===== src/rtl/spi_xfer_queue.sv =====
// Command/data front end for spi_top: queues host transfer commands, issues them one at a
// time to the SPI master, and buffers bytes received on read transfers in an RX FIFO.
module spi_xfer_queue #(
    parameter int         DATA_W     = 8,
    parameter int         CMD_DEPTH  = 4,
    parameter int         RX_DEPTH   = 4,
    parameter int         GAP_CYCLES = 2,
    parameter logic [7:0] WAIT_DUR   = 8'd10
) (
    input  logic              clk,
    input  logic              rst,
    input  logic              s_valid,
    output logic              s_ready,
    input  logic [1:0]        s_req,
    input  logic [DATA_W-1:0] s_data,
    output logic [1:0]        req,
    output logic [DATA_W-1:0] din_master,
    output logic [7:0]        wait_duration,
    input  logic              done_tx,
    input  logic              done_rx,
    input  logic [DATA_W-1:0] dout_master,
    output logic              m_valid,
    input  logic              m_ready,
    output logic [DATA_W-1:0] m_data,
    output logic              busy,
    output logic              err_bad_cmd
);

    localparam int CAW = $clog2(CMD_DEPTH);
    localparam int RAW = $clog2(RX_DEPTH);
    localparam int CW  = DATA_W + 2;
    localparam int GW  = (GAP_CYCLES > 1) ? $clog2(GAP_CYCLES) : 1;
    localparam logic [CAW:0]  C_ONE    = 1;
    localparam logic [RAW:0]  R_ONE    = 1;
    localparam logic [GW-1:0] G_ONE    = 1;
    localparam logic [GW-1:0] GAP_LOAD = GW'(GAP_CYCLES - 1);

    typedef enum logic [1:0] {IDLE, XFER, GAP} state_t;

    // Valid/ready: a beat moves on a rising edge where valid and ready are both high;
    // ready depends only on registered FIFO state.

    // ---------------- command FIFO ----------------
    logic [CW-1:0]     cmd_mem [CMD_DEPTH];
    logic [CAW:0]      cmd_wr, cmd_rd;
    logic              cmd_empty, cmd_full, cmd_push, cmd_pop;
    logic [CW-1:0]     cmd_head;
    logic [1:0]        head_req;
    logic [DATA_W-1:0] head_data;

    assign cmd_empty = (cmd_wr == cmd_rd);
    assign cmd_full  = (cmd_wr[CAW] != cmd_rd[CAW]) && (cmd_wr[CAW-1:0] == cmd_rd[CAW-1:0]);
    assign cmd_push  = s_valid && s_ready;
    assign cmd_head  = cmd_mem[cmd_rd[CAW-1:0]];
    assign head_req  = cmd_head[DATA_W +: 2];
    assign head_data = cmd_head[DATA_W-1:0];

    always_ff @(posedge clk or negedge rst) begin
        if (!rst) begin
            cmd_wr <= '0;
            cmd_rd <= '0;
        end else begin
            if (cmd_push) cmd_wr <= cmd_wr + C_ONE;
            if (cmd_pop)  cmd_rd <= cmd_rd + C_ONE;
        end
    end

    always_ff @(posedge clk) begin
        if (cmd_push) cmd_mem[cmd_wr[CAW-1:0]] <= {s_req, s_data};
    end

    // ---------------- RX FIFO ----------------
    logic [DATA_W-1:0] rx_mem [RX_DEPTH];
    logic [RAW:0]      rx_wr, rx_rd;
    logic              rx_empty, rx_full, rx_push, rx_pop;

    assign rx_empty = (rx_wr == rx_rd);
    assign rx_full  = (rx_wr[RAW] != rx_rd[RAW]) && (rx_wr[RAW-1:0] == rx_rd[RAW-1:0]);
    assign rx_pop   = m_valid && m_ready;

    always_ff @(posedge clk or negedge rst) begin
        if (!rst) begin
            rx_wr <= '0;
            rx_rd <= '0;
        end else begin
            if (rx_push) rx_wr <= rx_wr + R_ONE;
            if (rx_pop)  rx_rd <= rx_rd + R_ONE;
        end
    end

    always_ff @(posedge clk) begin
        if (rx_push) rx_mem[rx_wr[RAW-1:0]] <= dout_master;
    end

    // ---------------- transfer FSM ----------------
    state_t            state, state_n;
    logic [1:0]        req_q, req_n;
    logic [DATA_W-1:0] din_q, din_n;
    logic              tx_seen, tx_seen_n, rx_seen, rx_seen_n;
    logic [GW-1:0]     gap_cnt, gap_n;
    logic              err_q, err_n;
    logic              xfer_done;

    always_ff @(posedge clk or negedge rst) begin
        if (!rst) begin
            state   <= IDLE;
            req_q   <= '0;
            din_q   <= '0;
            tx_seen <= 1'b0;
            rx_seen <= 1'b0;
            gap_cnt <= '0;
            err_q   <= 1'b0;
        end else begin
            state   <= state_n;
            req_q   <= req_n;
            din_q   <= din_n;
            tx_seen <= tx_seen_n;
            rx_seen <= rx_seen_n;
            gap_cnt <= gap_n;
            err_q   <= err_n;
        end
    end

    always_comb begin
        state_n   = state;
        req_n     = req_q;
        din_n     = din_q;
        tx_seen_n = tx_seen;
        rx_seen_n = rx_seen;
        gap_n     = gap_cnt;
        err_n     = err_q;
        cmd_pop   = 1'b0;
        rx_push   = 1'b0;
        xfer_done = 1'b0;
        case (state)
            IDLE: begin
                if (!cmd_empty) begin
                    if (head_req == 2'd0) begin
                        cmd_pop = 1'b1;
                        err_n   = 1'b1;
                    end else if (!rx_full) begin
                        // Issuing only with an RX slot free keeps the single outstanding read safe.
                        cmd_pop   = 1'b1;
                        req_n     = head_req;
                        din_n     = head_data;
                        tx_seen_n = 1'b0;
                        rx_seen_n = 1'b0;
                        state_n   = XFER;
                    end
                end
            end
            XFER: begin
                tx_seen_n = tx_seen | done_tx;
                rx_seen_n = rx_seen | done_rx;
                rx_push   = done_rx && req_q[1] && !rx_seen;
                case (req_q)
                    2'd1:    xfer_done = tx_seen_n;
                    2'd2:    xfer_done = rx_seen_n;
                    2'd3:    xfer_done = tx_seen_n && rx_seen_n;
                    default: xfer_done = 1'b1;
                endcase
                if (xfer_done) begin
                    state_n = GAP;
                    req_n   = 2'd0;
                    gap_n   = GAP_LOAD;
                end
            end
            GAP: begin
                // Lingering done pulses from the master must clear before the next issue.
                if (gap_cnt != '0) gap_n = gap_cnt - G_ONE;
                else if (!done_tx && !done_rx) state_n = IDLE;
            end
            default: state_n = IDLE;
        endcase
    end

    assign s_ready       = !cmd_full;
    assign m_valid       = !rx_empty;
    assign m_data        = rx_mem[rx_rd[RAW-1:0]];
    assign req           = req_q;
    assign din_master    = din_q;
    assign wait_duration = WAIT_DUR;
    assign busy          = (state != IDLE) || !cmd_empty;
    assign err_bad_cmd   = err_q;

endmodule


===== config.mk =====
export PLATFORM = sky130hd
export DESIGN_NAME = spi_xfer_queue
export DESIGN_NICKNAME = d
export VERILOG_FILES = /design/src/rtl/spi_xfer_queue.sv
export SDC_FILE = /design/constraint.sdc
export NUM_CORES = 1
export LEC_CHECK = 0
export ABC_CLOCK_PERIOD_IN_PS = 2450
export BUFFER_PORTS_ARGS = -buffer_cell sky130_fd_sc_hd__buf_2
export CELL_PAD_IN_SITES_DETAIL_PLACEMENT = 0
export CELL_PAD_IN_SITES_GLOBAL_PLACEMENT = 2
export CORE_ASPECT_RATIO = 1.25
export CORE_MARGIN = 3
export CORE_UTILIZATION = 43
export CTS_BUF_LIST = sky130_fd_sc_hd__clkbuf_8 sky130_fd_sc_hd__clkbuf_16
export DETAILED_ROUTE_END_ITERATION = 12
export GPL_TIMING_DRIVEN = 0
export HOLD_SLACK_MARGIN = 0.12
export PLACE_DENSITY_LB_ADDON = 0.1
export SLEW_MARGIN = 25
export SYNTH_ARGS = -nofsm -noshare
export SYNTH_HDL_FRONTEND = slang
export SYNTH_SLANG_ARGS = --single-unit
export TNS_END_PERCENT = 100

===== constraint.sdc =====
create_clock -name clk -period 2.45 [get_ports clk]
set_input_delay 0.3675 -clock clk [delete_from_list [all_inputs] [get_ports clk]]
set_output_delay 0.3675 -clock clk [all_outputs]
set_load 0.05 [all_outputs]

==> flow_summary.yaml, run 1 <==
status:
  status: "completed"
synthesis:
  yosysWarnings: 0
  synth_seq_cells: 100
  syn_area_um2: 4170
  syn_avg_cell_area_um2: 18.6
  synth_edf_count: 72
  synth_cell_types: 38
  synth_ff_type: "edfxtp_1"
  synth_cells: 224
  ys_seq_area_share_pct: 68.6
  ys_async_sr_fraction_pct: 28.0
pwr:
  p_leak_uw: 0.00187
  p_total_uw: 6640
  max-vdd-ir-drop_uv: 563
  p_per_area_nw_per_um2: 1370
global_routing:
  grt_pass1_vias: 2099
  grt_overflow: 0
  antenna_found_initial: 0
  grt_pass1_wl_mm: 10.8
  grt_usage_pct: 13.7
  grt_max_degree: 29
place:
  gp_congestion: 0.673
  dp_cells: 398
  dpl.hpwl_mm: 4.59
  io_buffers: 45
  dpl_cell_area_um2: 4570
clocking:
  cts_buffer_depth: 2
  numCtsBuffers: 9
  cts_tree: "done"
  cts_hold_buf: 1
  htreeDepth: 3
  cts_setup_buffers: 0
  root_buffer: "clkbuf_16"
  clock_sinks: 100
  postCtsResizedCells: 0
  clock_latency_ns: 0.34
  clkTransAtPathRegs_ns: 0.06
sta:
  relSlewSlack_pct: 53.3
  fin_tns_setup_ns: 0
  skew_ns: 0.00542
  hold_violations: 0
  fin_crit_sh_pct: 91.3
  holdWs_ns: 0.242
  timing.final.max_slew_violations: 0
  fin_crit_ns: 2.24
  setup_viol: 0
  rsz0062_at_grt: "false"
  max_freq_mhz: 447
  worstMarginPinSlew_ns: 0.701
detailed_routing:
  route.vias.total: 2025
  ant_nets: 0
  drcViolationCount: 0
  wirelength_mm: 6.70
  vias_per_cell: 4.88
  wl_per_cell_um: 16.1
  first_pass_iters: 4
  drt_iter0_drc: 66
final_layout:
  final_cell_mix: "edfxtp_1 (72), buf_2 (49), dfrtp_1 (28), xnor2_1 (11), ha_1 (10)"
  final_area_um2: 4850
  synthToLayoutAreaGrowth_pct: 16.3
  drive_above_1_share_pct: 33.6
  layout_commonest_cell: "edfxtp_1"
  layoutNonFillerInstCount: 415
  num_antenna_cells: 0
  nets: 321
critical_path:
  reg2reg_from: "cmd_rd[0]"
  crit_path_end_kind: "register"
  r2r_setup_slack_ns: 0.21
  worstPathMaxFanout: 11
  rr_worst_depth: 4
  startpoint: "cmd_rd[0]"
  required_ns: 2.42
  critPathLaunchType: "register"
  worstReg2RegEnd: "cmd_mem[3][4]"
  path_class: "reg -> reg"
  setup.worst_path.end: "cmd_mem[3][4]"
  cp.arrival_ns: 2.21
floorplanning:
  chipHeight_um: 116
  die_area_um2: 10900
  io_pins: 54
  die_w_um: 94.1
  coreArea_um2: 9320
  rows: 39
  initial_core_util_pct: 44.8
worst_hold_path:
  hp-class: "in -> reg"
job:
  cap_violations: 0
==> power by group <==
part	total [uW]	switching (uW)	internal, uW
sequential	2490	247	2250
combinational	2880	1710	1170
clock	1270	584	684
total	6640	2540	4100
==> cells in the mapped netlist (3+ instances only) <==
master / instances / area, um^2
inv_1: 6 / 22.5
xor2_1: 3 / 26.3
nand2_1: 4 / 15.0
nor2_1: 5 / 18.8
edfxtp_1: 72 / 2160
buf_2: 4 / 20.0
o21ai_0: 6 / 30.0
mux4_1: 9 / 236
mux2_2: 3 / 33.8
ha_1: 10 / 125
buf_4: 8 / 60.1
dfrtp_1: 28 / 701
mux2_4: 7 / 105
mux4_2: 9 / 203
xnor2_1: 11 / 96.3
nand3_1: 3 / 15.0
and2_1: 8 / 50.1
==> through the flow <==
step	util, %	worst slack (ns)
finish	52.1	0.213
global route	52.1	0.0117
CTS	52.1	0.135
detailed placement	49.1	0.145
global placement	49.1	0.185
floorplan	-	0.485
==> worst max-delay path: stages, from the launching register on <==
cell	delay, ns
dfrtp_1	0.46
buf_6	0.20
xnor2_4	0.15
a31oi_1	0.48
and2_1	0.58
==> worst min path at each step <==
stage                startpoint            end  cells past startpoint
global route          s_data[0]  cmd_mem[1][0]                      1
CTS                   s_data[5]  cmd_mem[1][5]                      1
finish                s_data[0]  cmd_mem[2][0]                      1
detailed placement  err_bad_cmd    err_bad_cmd                      1
floorplan                   rst      cmd_rd[0]                      0
global placement    err_bad_cmd    err_bad_cmd                      1
==> cell families after synthesis <==
kind of cell	synth area share, %
mux	13.9
xor+xnor	3.60
other cells	0.180
flops	68.6
buf+inv	3.09
simple gates	3.87
compound gates	3.78
fa+ha+maj	3.00
==> metal layers <==
layer	vias up	wire [um]	global-route usage, %
met5	-	0	0
met4	0	97	5.78
met3	8	258	3.67
met2	39	3480	23.3
met1	1003	2860	16.6
li1	975	-	-
==> sequential cells by signal, summed over array words and instances, names as in the netlist, 3 cells and up <==
signal	flops
rx_rd	3
rx_wr	3
din_master	8
cmd_mem	40
cmd_wr	3
rx_mem	32
cmd_rd	3
==> final cells by class <==
cell class | count | area, um^2
Buffer | 15 | 106
Tap cell | 123 | 154
Fill cell | 785 | 4470
Clock buffer | 9 | 225
Timing Repair Buffer | 46 | 235
Clock inverter | 7 | 45.0
Sequential cell | 100 | 2860
Inverter | 6 | 22.5
Multi-Input combinational cell | 109 | 1200
No activity file was read; power rests on OpenSTA's default activity.
==> run 2: changes to the inputs <==
Settings changed: BUFFER_PORTS_ARGS -buffer_cell sky130_fd_sc_hd__buf_2 to unset, CORE_MARGIN 3 to 10, CORE_UTILIZATION 43 to 47, DONT_BUFFER_PORTS set to 1.
==> run 2 against run 1 <==
Sequential cell count is the same. Via count is 1.7% lower. Critical path depth unchanged. Critical endpoint is now cmd_mem[0][0]. Critical path type unchanged.
==> flow_summary.yaml, run 2 (same netlist as run 1, synthesis figures left out) <==
floorplanning:
  chipHeight_um: 125
  initial_core_util_pct: 48.2
  io_pins: 54
  die_area_um2: 13100
  coreArea_um2: 8650
  die_w_um: 104
  rows: 38
worst_hold_path:
  hold-path-cell-count: 2
  hp-class: "in -> reg"
final_layout:
  drive_above_1_share_pct: 21.1
  nets: 295
  num_antenna_cells: 0
  largest_reg_flops: 40
  final_cell_mix: "edfxtp_1 (72), dfrtp_1 (28), dlygate4sd3_1 (19), xnor2_1 (11), ha_1 (10)"
  layout_commonest_cell: "edfxtp_1"
  synthToLayoutAreaGrowth_pct: 15.2
place:
  gp_congestion: 0.759
  dpl.hpwl_mm: 5.11
  io_buffers: 0
critical_path:
  worstPathMaxFanout: 10
  crit_cells: 4
  critPathTopFamily: "simple AND/OR/NAND/NOR gates"
  required_ns: 2.46
  path_buf_inv: 1
  rr_worst_depth: 4
  path_class: "reg -> reg"
  path_cells: "buf_6 > xnor2_4 > a31oi_1 > and2_1"
  critPathLaunchType: "register"
  cp.arrival_ns: 2.20
  slowest_stage: "and2_1"
  crit_path_end_kind: "register"
  critical_path.max_stage_delay_ns: 0.57
sta:
  max_freq_mhz: 457
  skew_ns: 0.00975
  worstMarginPinSlew_ns: 0.630
  hold_violations: 0
  fin_crit_sh_pct: 89.4
  setup_viol: 0
  timing.final.max_slew_violations: 0
  fin_tns_setup_ns: 0
  rsz0062_at_grt: "false"
  holdWs_ns: 0.170
  relSlewSlack_pct: 57.8
  fin_crit_ns: 2.19
global_routing:
  grt_pass1_wl_mm: 11.6
  grt_pass1_vias: 2153
  grt_max_degree: 29
  grt_usage_pct: 11.6
  grt_overflow: 0
  antenna_found_initial: 0
pwr:
  clkPwrFrac_pct: 19.3
  p_seq_share_pct: 43.6
  cell_internal_pwr_uw: 3990
  p_leak_uw: 0.00177
  switching_share_pct: 38.8
  combinationalPowerShare_pct: 37.1
  max-vdd-ir-drop_uv: 750
  p_per_area_nw_per_um2: 1360
  netSwitchingPower_uw: 2530
detailed_routing:
  wl_per_cell_um: 18.9
  vias_per_cell: 5.16
  route.vias.total: 1991
  drcViolationCount: 0
  drt_iter0_drc: 47
  ant_nets: 0
  first_pass_iters: 4
  wirelength_mm: 7.29
clocking:
  cts_setup_buffers: 0
  root_buffer: "clkbuf_8"
  cts_buffer_depth: 2
  cts_tree: "done"
  numCtsBuffers: 9
  clock_sinks: 100
  clock_latency_ns: 0.37
  clkTransAtPathRegs_ns: 0.09
  htreeDepth: 3
status:
  status: "completed"
job:
  cap_violations: 0
==> run 2: cell count changes in the layout (fill, tap and decap cells not counted), sizes merged <==
cell	previous run	this run
buf	59	15
dlygate4sd3	1	19
bufinv	0	3
clkinv	2	1
clkinvlp	2	0
==> run 2: final timing paths <==
check,start,endpoint,slack (ns)
worst max-delay path,cmd_rd[0],cmd_mem[0][0],0.26
worst min-delay path,done_tx,tx_seen,0.17
worst max register to register,cmd_rd[0],cmd_mem[0][0],0.26
worst min register to register,rx_wr[2],rx_wr[2],0.51
max in group asynchronous,rst,cmd_wr[1],1.81
min in group asynchronous,rst,din_master[3],0.47
==> run 2: worst register-to-register path, cell delays in order, from the launching register on <==
cell and delay [ns]:
dfrtp_1 0.46, buf_6 0.20, xnor2_4 0.15, a31oi_1 0.45, and2_1 0.57
==> run 2: what timing repair did <==
item,CTS,global route
hold buffers,20,0
hold endpoints to repair,100,0
resized for setup,0,0
==> run 2: per-layer routing <==
metal  track usage, %  wire length [um]  vias to the layer above
met2             20.8              4150                       39
met4             5.17               118                        0
li1                 -                 -                      922
met3             4.16               351                       10
met5                0                 0                        -
met1             11.7              2680                     1020
==> run 2: through the flow <==
stage	area (um^2)	instances	util [%]	setup slack, ns	total power [uW]
3_3_place_gp	4340	350	50.2	0.272	5200
2_1_floorplan	4190	230	-	0.485	4850
5_1_grt	4810	386	55.5	0.117	6880
6_report	4810	386	55.5	0.260	6520
4_1_cts	4810	386	55.5	0.207	6620
3_5_place_dp	4340	350	50.2	0.223	5310
==> run 2: layout make-up <==
class	instances	area [um^2]
Timing Repair Buffer	20	210
Fill cell	706	3850
Tap cell	120	150
Clock inverter	7	128
Sequential cell	100	2860
Inverter	6	22.5
Buffer	15	106
Clock buffer	9	124
Multi-Input combinational cell	109	1200
==> run 2: power by group through the flow <==
stage	Clock, uW	Sequential (uW)	Combinational (uW)
after floorplan	0	2780	2060
after global placement	0	2860	2350
after detailed placement	0	2890	2420
after CTS	1300	2850	2480
after global routing	1350	2890	2640
final	1250	2840	2420
==> run 3: changes to the inputs <==
Settings changed: CORE_ASPECT_RATIO 1.25 to 1.2, CORE_UTILIZATION 47 to 23.
==> run 3 against run 2 <==
Die area up 83%. Total power is 4.0% higher. Count of clock-buffer cells in the layout stayed put. Clock power is 17% higher.
==> flow_summary.yaml, run 3 (same netlist as run 1, synthesis figures left out) <==
critical_path:
  path_cells: "xnor2_1 > nand4_1"
  cp.arrival_ns: 1.81
  path_class: "reg -> out"
  critPathLaunchType: "register"
  worstPathMaxFanout: 4
  required_ns: 2.08
  crit_path_end_kind: "output port"
  slowest_stage: "nand4_1"
  critical_path.max_stage_delay_ns: 0.60
detailed_routing:
  drt_iter0_drc: 63
  wl_per_cell_um: 17.5
  drcViolationCount: 0
  first_pass_iters: 4
  wirelength_mm: 8.50
  route.vias.total: 1954
  ant_nets: 0
  vias_per_cell: 4.02
sta:
  fin_crit_ns: 2.18
  relSlewSlack_pct: 57.8
  max_freq_mhz: 459
  worstMarginPinSlew_ns: 0.631
  timing.final.max_slew_violations: 0
  hold_violations: 0
  fin_crit_sh_pct: 88.9
  holdWs_ns: 0.183
  skew_ns: 0.00706
  setup_viol: 0
  rsz0062_at_grt: "false"
floorplanning:
  die_area_um2: 23900
  chipHeight_um: 168
  rows: 53
  die_w_um: 143
  coreArea_um2: 17700
  initial_core_util_pct: 23.6
  io_pins: 54
clocking:
  clkTransAtPathRegs_ns: 0.07
  cts_buffer_depth: 2
  cts_setup_buffers: 0
  clock_sinks: 100
  root_buffer: "clkbuf_16"
  cts_tree: "done"
  clock_latency_ns: 0.35
  numCtsBuffers: 9
  htreeDepth: 3
final_layout:
  num_antenna_cells: 0
  multiInputGateArea_um2: 1210
  n_fill_cell: 1765
  largest_reg_flops: 40
  fin_util_pct: 28.2
  final_cell_mix: "edfxtp_1 (72), dfrtp_1 (28), dlygate4sd3_1 (19), xnor2_1 (11), ha_1 (10)"
  layout_commonest_cell: "edfxtp_1"
  drive_above_1_share_pct: 23.7
  nets: 295
  seq_area_um2: 2860
  synthToLayoutAreaGrowth_pct: 19.8
pwr:
  p_leak_uw: 0.00180
  max-vdd-ir-drop_uv: 384
  p_per_area_nw_per_um2: 1360
  p_total_uw: 6780
global_routing:
  grt_pass1_wl_mm: 13.5
  grt_use_met2_pct: 12.9
  grt_util_met1_pct: 8.21
  busiest_layer: "met2"
  grt_use_met3_pct: 2.66
  grt_max_degree: 29
  antenna_found_initial: 0
  grt_pass1_vias: 2196
  grt_overflow: 0
  grt_usage_pct: 7.70
place:
  gp_congestion: 0.643
  io_buffers: 0
  dpl.hpwl_mm: 5.73
job:
  cap_violations: 0
status:
  status: "completed"
worst_hold_path:
  hp-class: "in -> reg"
## run 3: layer usage
layer / vias to the layer above / share of wire, %
met5: - / 0
li1: 919 / -
met1: 975 / 40
met4: 0 / 3.2
met2: 42 / 51
met3: 18 / 5.9
## run 3: final timing paths
path                       slack, ns  startpoint  cells after the start            end
setup / recovery                0.27   cmd_rd[1]                      2           busy
hold / removal                  0.18     done_rx                      2        rx_seen
setup reg to reg                0.30   cmd_rd[0]                      6  din_master[6]
hold reg to reg                 0.49    rx_wr[2]                      1       rx_wr[2]
max in group asynchronous       1.79         rst                      2  din_master[5]
min in group asynchronous       0.48         rst                      2      cmd_wr[2]
## run 3: area by class of cell
| class | instances | share of cell area [%] |
|---|---|---|
| buffer | 15 | 2.13 |
| clock buffer | 9 | 4.51 |
| clock inverter | 7 | 1.63 |
| inverter | 6 | 0.451 |
| multi-input combinational | 109 | 24.3 |
| sequential | 100 | 57.3 |
| tap | 220 | 5.51 |
| timing repair buffer | 20 | 4.21 |
## run 3: critical path, delay by kind of cell, from the launching register on
family           cells  cell delay [ns]
AND/OR/NAND/NOR      1             0.60
flip-flops           1             0.43
XOR/XNOR             1             0.42
## run 3: power by group
group          switching (uW)  internal, uW  leakage, uW
registers                 597          2240     0.000987
logic                    1420          1060     0.000666
clock network             655           808     0.000148
total                    2670          4110      0.00180
## run 3: repair_timing
item / CTS / global route
gates resized for setup: 0 / 8
endpoints found under the hold margin: 100 / 0
setup endpoints to repair: 0 / 73
hold buffers: 20 / 0
## run 3: per-stage QoR
step	setup slack, ns	cell area [um^2]	TNS, ns	std cells
5_1_grt	0.0479	5000	0	486
4_1_cts	0.0133	4990	0	486
2_1_floorplan	0.485	4190	0	230
3_3_place_gp	-0.00700	4470	-0.0605	450
6_report	0.273	5000	0	486
3_5_place_dp	0.0203	4470	0	450
